--- src/rtl/npc_wb_pkg.sv ---
// Shared definitions for the NPC write-back stage: default widths,
// the LSU streak limit and the write-back source encoding.
package npc_wb_pkg;

    localparam int WB_ADDR_WIDTH     = 5;
    localparam int WB_DATA_WIDTH     = 32;
    localparam int WB_LSU_MAX_STREAK = 2;

    typedef enum logic [1:0] {
        WB_NONE = 2'd0,
        WB_EXU  = 2'd1,
        WB_LSU  = 2'd2
    } wb_src_e;

endpackage

--- src/rtl/wb_scoreboard.sv ---
// Busy-bit scoreboard of pending destination registers plus the
// decode-stage stall query over three register indices.
module wb_scoreboard
    import npc_wb_pkg::*;
#(
    parameter int ADDR_WIDTH = WB_ADDR_WIDTH
) (
    input  logic                         clk,
    input  logic                         rst,
    input  logic                         set_en,
    input  logic [ADDR_WIDTH-1:0]        set_idx,
    input  logic                         clr_en,
    input  logic [ADDR_WIDTH-1:0]        clr_idx,
    input  logic [ADDR_WIDTH-1:0]        q0_idx,
    input  logic [ADDR_WIDTH-1:0]        q1_idx,
    input  logic [ADDR_WIDTH-1:0]        q2_idx,
    output logic                         busy_any,
    output logic [(1<<ADDR_WIDTH)-1:0]   busy
);

    localparam int NREG = 1 << ADDR_WIDTH;

    logic [NREG-1:0] busy_nxt;

    // Set is applied after clear so a same-index set/clear leaves the bit busy.
    always_comb begin
        busy_nxt = busy;
        if (clr_en) busy_nxt[clr_idx] = 1'b0;
        if (set_en) busy_nxt[set_idx] = 1'b1;
        busy_nxt[0] = 1'b0;
    end

    always_ff @(posedge clk) begin
        if (rst) busy <= '0;
        else     busy <= busy_nxt;
    end

    assign busy_any = busy[q0_idx] | busy[q1_idx] | busy[q2_idx];

endmodule

--- src/rtl/wb_arbiter.sv ---
// NPC write-back stage: arbitrates EXU/LSU results onto the single register
// file write port and tracks pending destinations for issue stalling.
module wb_arbiter
    import npc_wb_pkg::*;
#(
    parameter int ADDR_WIDTH     = WB_ADDR_WIDTH,
    parameter int DATA_WIDTH     = WB_DATA_WIDTH,
    parameter int LSU_MAX_STREAK = WB_LSU_MAX_STREAK
) (
    input  logic                  clk,
    input  logic                  rst,
    input  logic                  issue_valid,
    input  logic [ADDR_WIDTH-1:0] issue_rd,
    input  logic [ADDR_WIDTH-1:0] rs1,
    input  logic [ADDR_WIDTH-1:0] rs2,
    output logic                  issue_stall,
    input  logic                  exu_valid,
    input  logic [ADDR_WIDTH-1:0] exu_rd,
    input  logic [DATA_WIDTH-1:0] exu_data,
    output logic                  exu_ready,
    input  logic                  lsu_valid,
    input  logic [ADDR_WIDTH-1:0] lsu_rd,
    input  logic [DATA_WIDTH-1:0] lsu_data,
    output logic                  lsu_ready,
    output logic                  rf_wen,
    output logic [ADDR_WIDTH-1:0] rf_waddr,
    output logic [DATA_WIDTH-1:0] rf_wdata,
    output logic                  wb_err
);

    localparam int         NREG     = 1 << ADDR_WIDTH;
    localparam logic [1:0] STREAK_M = 2'(LSU_MAX_STREAK);

    logic                  busy_any;
    logic [NREG-1:0]       busy;
    logic                  set_en;
    wb_src_e               sel;
    logic                  accept;
    logic [ADDR_WIDTH-1:0] grant_rd;
    logic [DATA_WIDTH-1:0] grant_data;
    logic [1:0]            lsu_streak;
    logic                  wen_p1;
    logic [ADDR_WIDTH-1:0] waddr_p1;
    logic [DATA_WIDTH-1:0] wdata_p1;
    logic                  err_q;

    assign issue_stall = busy_any & ~rst;
    assign set_en      = issue_valid & ~issue_stall & (issue_rd != '0);

    wb_scoreboard #(.ADDR_WIDTH(ADDR_WIDTH)) u_sb (
        .clk      (clk),
        .rst      (rst),
        .set_en   (set_en),
        .set_idx  (issue_rd),
        .clr_en   (wen_p1),
        .clr_idx  (waddr_p1),
        .q0_idx   (rs1),
        .q1_idx   (rs2),
        .q2_idx   (issue_rd),
        .busy_any (busy_any),
        .busy     (busy)
    );

    // LSU wins ties until it has starved EXU for LSU_MAX_STREAK grants.
    always_comb begin
        sel = WB_NONE;
        if (!rst) begin
            if (lsu_valid && (!exu_valid || lsu_streak != STREAK_M)) sel = WB_LSU;
            else if (exu_valid)                                      sel = WB_EXU;
        end
    end

    assign exu_ready  = (sel == WB_EXU);
    assign lsu_ready  = (sel == WB_LSU);
    assign accept     = (sel != WB_NONE);
    assign grant_rd   = (sel == WB_LSU) ? lsu_rd   : exu_rd;
    assign grant_data = (sel == WB_LSU) ? lsu_data : exu_data;

    always_ff @(posedge clk) begin
        if (rst) begin
            lsu_streak <= 2'd0;
        end else begin
            case (sel)
                WB_LSU:  lsu_streak <= !exu_valid ? 2'd0 :
                                       (lsu_streak == 2'd3) ? lsu_streak : lsu_streak + 2'd1;
                WB_EXU:  lsu_streak <= 2'd0;
                default: lsu_streak <= lsu_streak;
            endcase
        end
    end

    // Stage p1: registered write port; rd==0 consumes the grant but never writes.
    always_ff @(posedge clk) begin
        if (rst) begin
            wen_p1   <= 1'b0;
            waddr_p1 <= '0;
            wdata_p1 <= '0;
            err_q    <= 1'b0;
        end else begin
            wen_p1 <= accept && (grant_rd != '0);
            if (accept) begin
                waddr_p1 <= grant_rd;
                wdata_p1 <= grant_data;
            end
            if (accept && grant_rd != '0 && !busy[grant_rd]) err_q <= 1'b1;
        end
    end

    assign rf_wen   = wen_p1;
    assign rf_waddr = waddr_p1;
    assign rf_wdata = wdata_p1;
    assign wb_err   = err_q;

endmodule

--- config.mk ---
export PLATFORM = sky130hd
export DESIGN_NAME = wb_arbiter
export DESIGN_NICKNAME = d
export VERILOG_FILES = /design/src/rtl/npc_wb_pkg.sv /design/src/rtl/wb_scoreboard.sv /design/src/rtl/wb_arbiter.sv
export SDC_FILE = /design/constraint.sdc
export NUM_CORES = 1
export LEC_CHECK = 0
export BUFFER_PORTS_ARGS = -buffer_cell sky130_fd_sc_hd__buf_2
export CAP_MARGIN = 20
export CORE_UTILIZATION = 47
export CTS_CLUSTER_SIZE = 40
export DETAILED_ROUTE_END_ITERATION = 12
export GPL_ROUTABILITY_DRIVEN = 0
export GPL_TIMING_DRIVEN = 0
export MAX_ROUTING_LAYER = met4
export PLACE_DENSITY = 0.73
export SETUP_SLACK_MARGIN = 0.15
export SLEW_MARGIN = 20
export SYNTH_ARGS = -nofsm -noshare
export SYNTH_HDL_FRONTEND = slang
export SYNTH_HIERARCHICAL = 1
export SYNTH_SLANG_ARGS = --single-unit
--- constraint.sdc ---
create_clock -name clk -period 5.7 [get_ports clk]
set_input_delay 0.285 -clock clk [delete_from_list [all_inputs] [get_ports clk]]
set_output_delay 0.285 -clock clk [all_outputs]
set_load 0.005 [all_outputs]
Word-level counts from Yosys, hierarchy flattened --
Cells that the tools add are included.
Operators by class: reductions and logical operators 13, bitwise logic cells 10, $mul 0, div/mod/pow operators 0, shifts and indexed selects 0, equality and inequality tests 5, $add $sub $neg 1, order comparisons 7, muxes and demuxes 22
Operator list (count):
- 2-to-1 mux 32 bit | 3
- AND 32 bit | 1
- NOT 32 bit | 1
- bitwise OR 32 bit | 1
- < comparator 5 x 6 -> 1 bit (second input constant) | 5
- binary-select mux 1 bit (select 5 bit) | 4
- demux 1 bit (select 5 bit) | 2
- >= comparator 5 x 1 -> 1 bit (second input constant) | 2
- nonzero test 5 bit | 2
- 2-to-1 mux 2 bit | 4
- 2-to-1 mux 1 bit | 7
- logical AND 1 bit | 5
- 2-to-1 mux 5 bit | 1
- equality test 2 bit (second input constant) | 2
- case mux 2 bit (2 select lines) | 1
- nonzero test 2 bit | 2
- AND 1 bit | 3
- inequality test 3 bit (second input constant) | 1
- adder 2 x 1 -> 2 bit (second input constant) | 1
- equality test 2 x 1 -> 1 bit (second input constant) | 1
- zero test 1 bit | 2
- inequality test 2 bit (second input constant) | 1
- NOT 1 bit | 2
- bitwise OR 1 bit | 2
- 2 further kinds | 2
Word-level totals: input port bits 94, bits in writable memories 0, ROM bits 0, output and inout bits 42, flip-flop bits (word level) 73, memories 0, latch bits 0

Longest topological paths before layout --
Gate-level depths: netlist (run 1).
depth after elaboration 11, gate-level depth with buffers 14

By module --
Netlist (run 1), hierarchy kept.
Modules (own cells, without submodules):
- wb_arbiter | instances 1, area an instance 2661.3 um^2, cells an instance 343
- wb_scoreboard | instances 1, area an instance 2145.8 um^2, cells an instance 246

Worst setup path after synthesis (run 1) --
No wires, ideal clock.
kind input port to flip-flop, start in rs1[2], end reg u_sb.busy[8], data arrival time 2.631 ns, setup time 0.070 ns, stages on the path 11, slack 2.999 ns, cells stage by stage buf_6 -> mux4_2 -> nand3_1 -> a21boi_1 -> a2111oi_1 -> nand3_1 -> nor2b_1 -> nor3b_1 -> nor3b_1 -> nand2_1 -> a21oi_1
Between the ends: word-level cells in the longest chain between the ends 9
Ends and longest elaborated chain:
- from (decl) | RTL line wb_arbiter.sv:14 | input logic [ADDR_WIDTH-1:0] rs1,
- binary-select mux 1 bit (select 5 bit) | RTL line wb_scoreboard.sv:38 | assign busy_any = busy[q0_idx] | busy[q1_idx] | busy[q2_idx];
- 2-to-1 mux 1 bit (implied by the code) | RTL line wb_scoreboard.sv:38
- bitwise OR 1 bit (2 in series) | RTL line wb_scoreboard.sv:38
- net busy_any | RTL line wb_arbiter.sv:34 | logic busy_any;
- AND 1 bit | RTL line wb_arbiter.sv:47 | assign issue_stall = busy_any & ~rst;
- net issue_stall | RTL line wb_arbiter.sv:16 | output logic issue_stall,
- NOT 1 bit | RTL line wb_arbiter.sv:48 | assign set_en = issue_valid & ~issue_stall & (issue_rd != '0);
- AND 1 bit (2 in series) | RTL line wb_arbiter.sv:48
- net set_en | RTL line wb_arbiter.sv:36 | logic set_en;
- 2-to-1 mux 32 bit | RTL line wb_scoreboard.sv:29 | if (set_en) busy_nxt[set_idx] = 1'b1;
- to (signal assigned) | RTL line wb_scoreboard.sv:35 | else busy <= busy_nxt;
- to (decl) | RTL line wb_scoreboard.sv:18 | output logic [(1<<ADDR_WIDTH)-1:0] busy
The timed path passes the listed nets, and every way through them passes these cells. The select of a mux whose other input is x is not followed. A chain may end at the register's enable or synchronous reset.

Worst setup path in the final report (run 1) --
start reg u_sb.busy[15], end reg u_sb.busy[24]
Between the ends: word-level cells in the longest chain between the ends 9, elaborated cells on any way between the ends 13, those cells by class mux: 7; bitwise: 6
Ends and longest elaborated chain (RTL line):
- binary-select mux 1 bit (select 5 bit) | wb_scoreboard.sv:38
- 2-to-1 mux 1 bit (implied by the code) | wb_scoreboard.sv:38
- bitwise OR 1 bit | wb_scoreboard.sv:38
- bitwise OR 1 bit * | wb_scoreboard.sv:38
- net busy_any | wb_arbiter.sv:34
- AND 1 bit * | wb_arbiter.sv:47
- NOT 1 bit * | wb_arbiter.sv:48
- AND 1 bit * (2 in series) | wb_arbiter.sv:48
- net set_en | wb_arbiter.sv:36
- 2-to-1 mux 32 bit * | wb_scoreboard.sv:29
The timed path passes the listed nets; every way through them passes the cells marked *. The select of a mux whose other input is x is not followed.

==> results of run 1 <==
-- per-layer routing --
layer | wire (um) | global-route usage, % | vias to the layer above
li1 | - | - | 2407
met1 | 6180 | 36.8 | 2442
met2 | 7220 | 46.6 | 294
met3 | 1220 | 4.68 | 45
met4 | 510 | 12.8 | 0
met5 | 0 | - | -
-- layout make-up --
| cell class | instances | area (um^2) |
|---|---|---|
| Fill cell | 902 | 4040 |
| Multi-Input combinational cell | 469 | 3090 |
| Sequential cell | 72 | 1440 |
| Timing Repair Buffer | 131 | 656 |
| Buffer | 36 | 228 |
| Tap cell | 133 | 166 |
| Clock buffer | 10 | 128 |
| Clock inverter | 6 | 68.8 |
| Inverter | 12 | 45.0 |
-- per-stage QoR --
stage | power (mW) | instances | util [%] | area, um^2
floorplan | 0.715 | 589 | - | 4810
global placement | 0.811 | 853 | 57.1 | 5630
detailed placement | 0.820 | 853 | 57.1 | 5630
CTS | 1.22 | 869 | 59.1 | 5830
global route | 1.27 | 869 | 59.1 | 5830
finish | 1.22 | 869 | 59.1 | 5830
-- state kept, by name, indices dropped and copies added (netlist names) --
name / flops
rf_wen: 1
rf_wdata: 32
u_sb/busy: 31
wb_err: 1
rf_waddr: 5
lsu_streak: 2
-- kinds of logic (layout without fill, tap and decap cells) --
logic type / count (synthesis) / in the layout / synth area share, %
AND/OR/NAND/NOR: 226 / 226 / 23.0
flip-flops: 72 / 72 / 30.0
AO/OA/AOI/OAI: 172 / 172 / 21.4
adder cells (fa/ha/maj): 5 / 5 / 1.30
other: 1 / 1 / 0.0780
multiplexers: 65 / 65 / 18.6
buffers and inverters: 48 / 195 / 5.67
-- critical path: stages, from the launching register on --
cell	delay (ns)
dfxtp_1	0.41
mux4_2	0.49
or2b_1	0.23
a2111oi_1	0.43
nand3_1	0.14
nor2b_1	0.18
nor3b_1	0.37
nor3b_1	0.88
nand2_1	0.13
a21oi_1	0.17
-- path summary, 6_finish.rpt --
| check | slack, ns | startpoint | endpoint |
|---|---|---|---|
| max | 2.20 | u_sb/busy[15]$_SDFF_PP0_ | u_sb/busy[24]$_SDFF_PP0_ |
| min | 0.16 | rst | u_sb/busy[11]$_SDFF_PP0_ |
| max reg2reg | 2.20 | u_sb/busy[15]$_SDFF_PP0_ | u_sb/busy[24]$_SDFF_PP0_ |
| min reg2reg | 0.49 | rf_wdata[10]$_SDFFE_PP0P_ | rf_wdata[10]$_SDFFE_PP0P_ |
-- placed cells by master, fill, tap and decap left out, types with 4 or more instances in the layout --
cell and instances:
buf_2 133, nor2_1 96, a21oi_1 82, dfxtp_1 72, nand2_1 49, o21ai_0 44, mux2i_1 36, nor2b_1 20
clkbuf_1 18, mux4_2 14, inv_1 12, nand2b_1 11, mux2_2 10, nand3b_1 9, clkbuf_8 9, buf_6 8
buf_4 8, o22ai_1 7, nor3b_1 5, nand3_1 5, ha_1 5, nor3_1 4, or2b_1 4, a22oi_1 4
a2111oi_0 4, and3b_1 4, nor4b_1 4
-- power by group --
group	internal (mW)	switching (mW)	total, mW	leakage [nW]
sequential	0.525	0.0199	0.545	0.586
clock	0.205	0.199	0.403	0.0968
combinational	0.121	0.147	0.267	1.74
total	0.850	0.365	1.22	2.42
==> out/qor.txt, run 1 <==
CTS tree: yes
Hold Path Class: in -> reg
crit start category: register
most common cell in the netlist: nor2_1
pre-CTS setup slack: 2.15 ns
final setup vio count: 0
Reg2Reg Depth: 9
total negative setup slack: 0 ns
# hold bufs at CTS: 0
area growth from synthesis to layout: 21.2%
GRT Overall Usage: 29.3%
ys async rst share: 0%
Initial DRC Count: 532
Critical Path RT: 5.97 ns
Post-synth EDFFs: 0
hold path depth: 2
top post-synthesis cells by area: dfxtp_1 (30%), a21oi_1 (8.5%), mux2i_1 (7.5%), nor2_1 (7.5%), mux4_2 (6.6%)
Post-Syn Area: 4810 um^2
Synth warnings: 6
clk_skew: 0.0118 ns
IR drop worst, VDD: 147 uV
H-tree lvl count: 3
Seq/Total Area, Yosys: 30.0%
flops & latches, synth: 72
Post-Syn Instances: 589
largest net degree at the start of global routing: 15
grt ovf: 0
RSZ-0062 raised after global routing: false
per-cell routed wire length: 17.4 um
die area: 10600 um^2
final hold vios: 0
Clock Sink Count: 72
first-pass GRT wire length: 23300 um
Die W: 103 um
setup bufs post-CTS: 0
Final Critical Period: 3.50 ns
ant diodes: 0
most common flop cell mapped by yosys: dfxtp_1
Slew headroom: 31.1%
vias in the first global route: 4733
clock root cell: clkbuf_8
clock buffer depth: 2
Net Count, Synth: 688
NumNets Final: 830
Crit. End Element: register
Distinct cells, synth: 64
area leader, netlist: dfxtp_1
Core Rows: 36
critical path class: reg -> reg
Leakage Power: 2.42 nW
critical path fanouts, max: 7
DR vias: 5188
post-synth top area share: 30.0%
antenna-violating nets left: 0
DRC violations left: 0
Post-CTS Resized: 0
Least-Margin Pin Slew: 1.03 ns
vias per cell: 5.97
Top Ports: 136
initial antenna violation count: 0
share of layout cells above drive strength 1: 27.2%
DRT Wirelength: 15100 um
Arrival @ worst endpoint: 3.76 ns
DP HPWL: 11400 um
hold slack: 0.161 ns
Period Utilization, post-route: 61.4%
core area: 9860 um^2
Synth top cells by count: nor2_1 (96), a21oi_1 (82), dfxtp_1 (72)
total iterations of the first detailed-routing run: 6
outcome: complete, no violations
clk_lat worst skew: 0.35 ns
Port Buffers: 131
final worst slack: 2.20 ns
count of pins over their slew limit: 0
Clock transition at path regs: 0.08 ns
Synth Area per Inst: 8.16 um^2
pwr dens: 209 nW/um^2
TritonCTS buffer count: 9
chip height: 103 um
Max-cap violations: 0
Peak Freq: 286 MHz
Starting Density: 48.7%
Power figures use the tool's default switching activity.
==> inputs of run 2 (changes only) <==
==> constraint.sdc (replaced) <==
create_clock -name clk -period 3.3 [get_ports clk]
set_input_delay 0.165 -clock clk [delete_from_list [all_inputs] [get_ports clk]]
set_output_delay 0.165 -clock clk [all_outputs]
set_load 0.005 [all_outputs]
==> run 2 against run 1 <==
Compared with the run above: worst setup slack worse by 2.0 ns; non-clock buffer count did not move; utilization up 0.16 points; hold slack worse by 0.12 ns; die area stayed put; clock-buffer cell count is the same; largest cell class unchanged.
==> out/qor.txt, run 2 (same netlist as run 1, synthesis figures left out) <==
outcome: complete, no violations
setup bufs post-CTS: 0
final setup vio count: 0
count of pins over their slew limit: 0
Final Critical Period: 3.08 ns
R2R Setup Slk: 0.22 ns
ant diodes: 0
first-pass GRT wire length: 23300 um
GRT Overall Usage: 29.3%
Peak Freq: 324 MHz
DRT Wirelength: 15100 um
DP HPWL: 11400 um
Critical Path RT: 3.57 ns
grt ovf: 0
Period Utilization, post-route: 93.5%
total negative setup slack: 0 ns
antenna-violating nets left: 0
initial antenna violation count: 0
chip height: 103 um
max reg flops: 32
Slowest-stage cell, CP: mux4_2
Leakage Power: 2.43 nW
total iterations of the first detailed-routing run: 6
Least-Margin Pin Slew: 0.557 ns
NumNets Final: 830
# hold bufs at CTS: 0
TritonCTS buffer count: 9
post-route total power: 2.10 mW
clk_skew: 0.0119 ns
Worst Setup EP: u_sb/busy[30]$_SDFF_PP0_
share of layout cells above drive strength 1: 27.7%
Top Ports: 136
H-tree lvl count: 3
clock buffer depth: 2
Hold Path Class: in -> reg
clock root cell: clkbuf_8
CP max stage delay: 0.48 ns
Post-CTS Resized: 1
commonest non-fill, non-tap cell in the layout: buf_2
pwr dens: 360 nW/um^2
die area: 10600 um^2
clk_lat worst skew: 0.34 ns
Port Buffers: 131
Worst R2R Start: u_sb/busy[13]$_SDFF_PP0_
commonest cells after routing, fill and taps aside: buf_2 (133), nor2_1 (95), a21oi_1 (82), dfxtp_1 (72), nand2_1 (49)
area growth from synthesis to layout: 21.5%
Reg2Reg Depth: 10
Clock Sink Count: 72
Clock transition at path regs: 0.08 ns
CP startpoint: u_sb/busy[13]$_SDFF_PP0_
DRC violations left: 0
Starting Density: 48.7%
crit start category: register
critical path fanouts, max: 8
RSZ-0062 raised after global routing: true
IR drop worst, VDD: 252 uV
Initial DRC Count: 478
fin util: 59.2%
per-cell routed wire length: 17.4 um
CTS tree: yes
most frequent CP cell: nand2_1
CP Cell Sequence: mux4_2 -> or2b_1 -> a2111oi_1 -> nand3_1 -> nor2b_1 -> nor3b_1 -> nand2_1 -> nor2_2 -> nand2_1 -> a21oi_1
R2R Path End: u_sb/busy[30]$_SDFF_PP0_
critical path class: reg -> reg
core area: 9860 um^2
Crit. End Element: register
vias in the first global route: 4736
largest net degree at the start of global routing: 15
Core Rows: 36
Max-cap violations: 0
vias per cell: 5.98
Arrival @ worst endpoint: 3.35 ns
DR vias: 5196
Slew headroom: 61.9%
final hold vios: 0
Die W: 103 um
[run 2: cell types whose count changed in the layout (fill, tap and decap cells not counted)]
cell      change
clkbuf_1      -2
nor2_1        -1
nor2_2        +1
nor3b_1       -1
nor3b_4       +1
clkbuf_2      +2
[run 2: routing by layer]
metal | vias to the layer above | share of wire [%] | GRT usage (%)
met3 | 46 | 7.9 | 4.68
met5 | - | 0 | -
met1 | 2438 | 41 | 36.9
li1 | 2409 | - | -
met4 | 0 | 3.4 | 12.8
met2 | 303 | 48 | 46.5
[run 2: layout make-up]
cell class | count | area (um^2)
Buffer | 36 | 230
Clock buffer | 10 | 128
Clock inverter | 6 | 68.8
Fill cell | 900 | 4020
Inverter | 12 | 45.0
Multi-Input combinational cell | 469 | 3110
Sequential cell | 72 | 1440
Tap cell | 133 | 166
Timing Repair Buffer | 131 | 656
[run 2: where the power goes]
part,total [mW],internal (mW),switching (mW)
sequential,0.941,0.907,0.0344
clock,0.696,0.353,0.343
combinational,0.464,0.210,0.255
total,2.10,1.47,0.632
[run 2: worst min-delay path by stage]
| stage | endpoint | depth (start not counted) | from | slack, ns |
|---|---|---|---|---|
| after floorplan | u_sb/busy[11]$_SDFF_PP0_ | 1 | rst | 0.23 |
| after global placement | u_sb/busy[11]$_SDFF_PP0_ | 2 | rst | 0.39 |
| after detailed placement | u_sb/busy[11]$_SDFF_PP0_ | 2 | rst | 0.40 |
| after CTS | u_sb/busy[11]$_SDFF_PP0_ | 2 | rst | 0.04 |
| after global routing | u_sb/busy[11]$_SDFF_PP0_ | 2 | rst | 0.04 |
| final | u_sb/busy[11]$_SDFF_PP0_ | 2 | rst | 0.04 |
[run 2: critical path: cells and delay by family (launching register included)]
kind             cells  cell delay [ns]
AO/OA/AOI/OAI        2             0.57
flip-flops           1             0.42
multiplexers         1             0.48
AND/OR/NAND/NOR      7             1.53
[run 2: per-stage QoR]
step | setup slack, ns | instance area [um^2] | hold WS (ns) | std cells
floorplan | 0.668 | 4810 | 0.234 | 589
finish | 0.215 | 5840 | 0.0444 | 869
global placement | -0.0234 | 5630 | 0.390 | 853
global route | 0.0908 | 5840 | 0.0414 | 869
CTS | 0.186 | 5830 | 0.0407 | 869
detailed placement | -0.132 | 5630 | 0.401 | 853
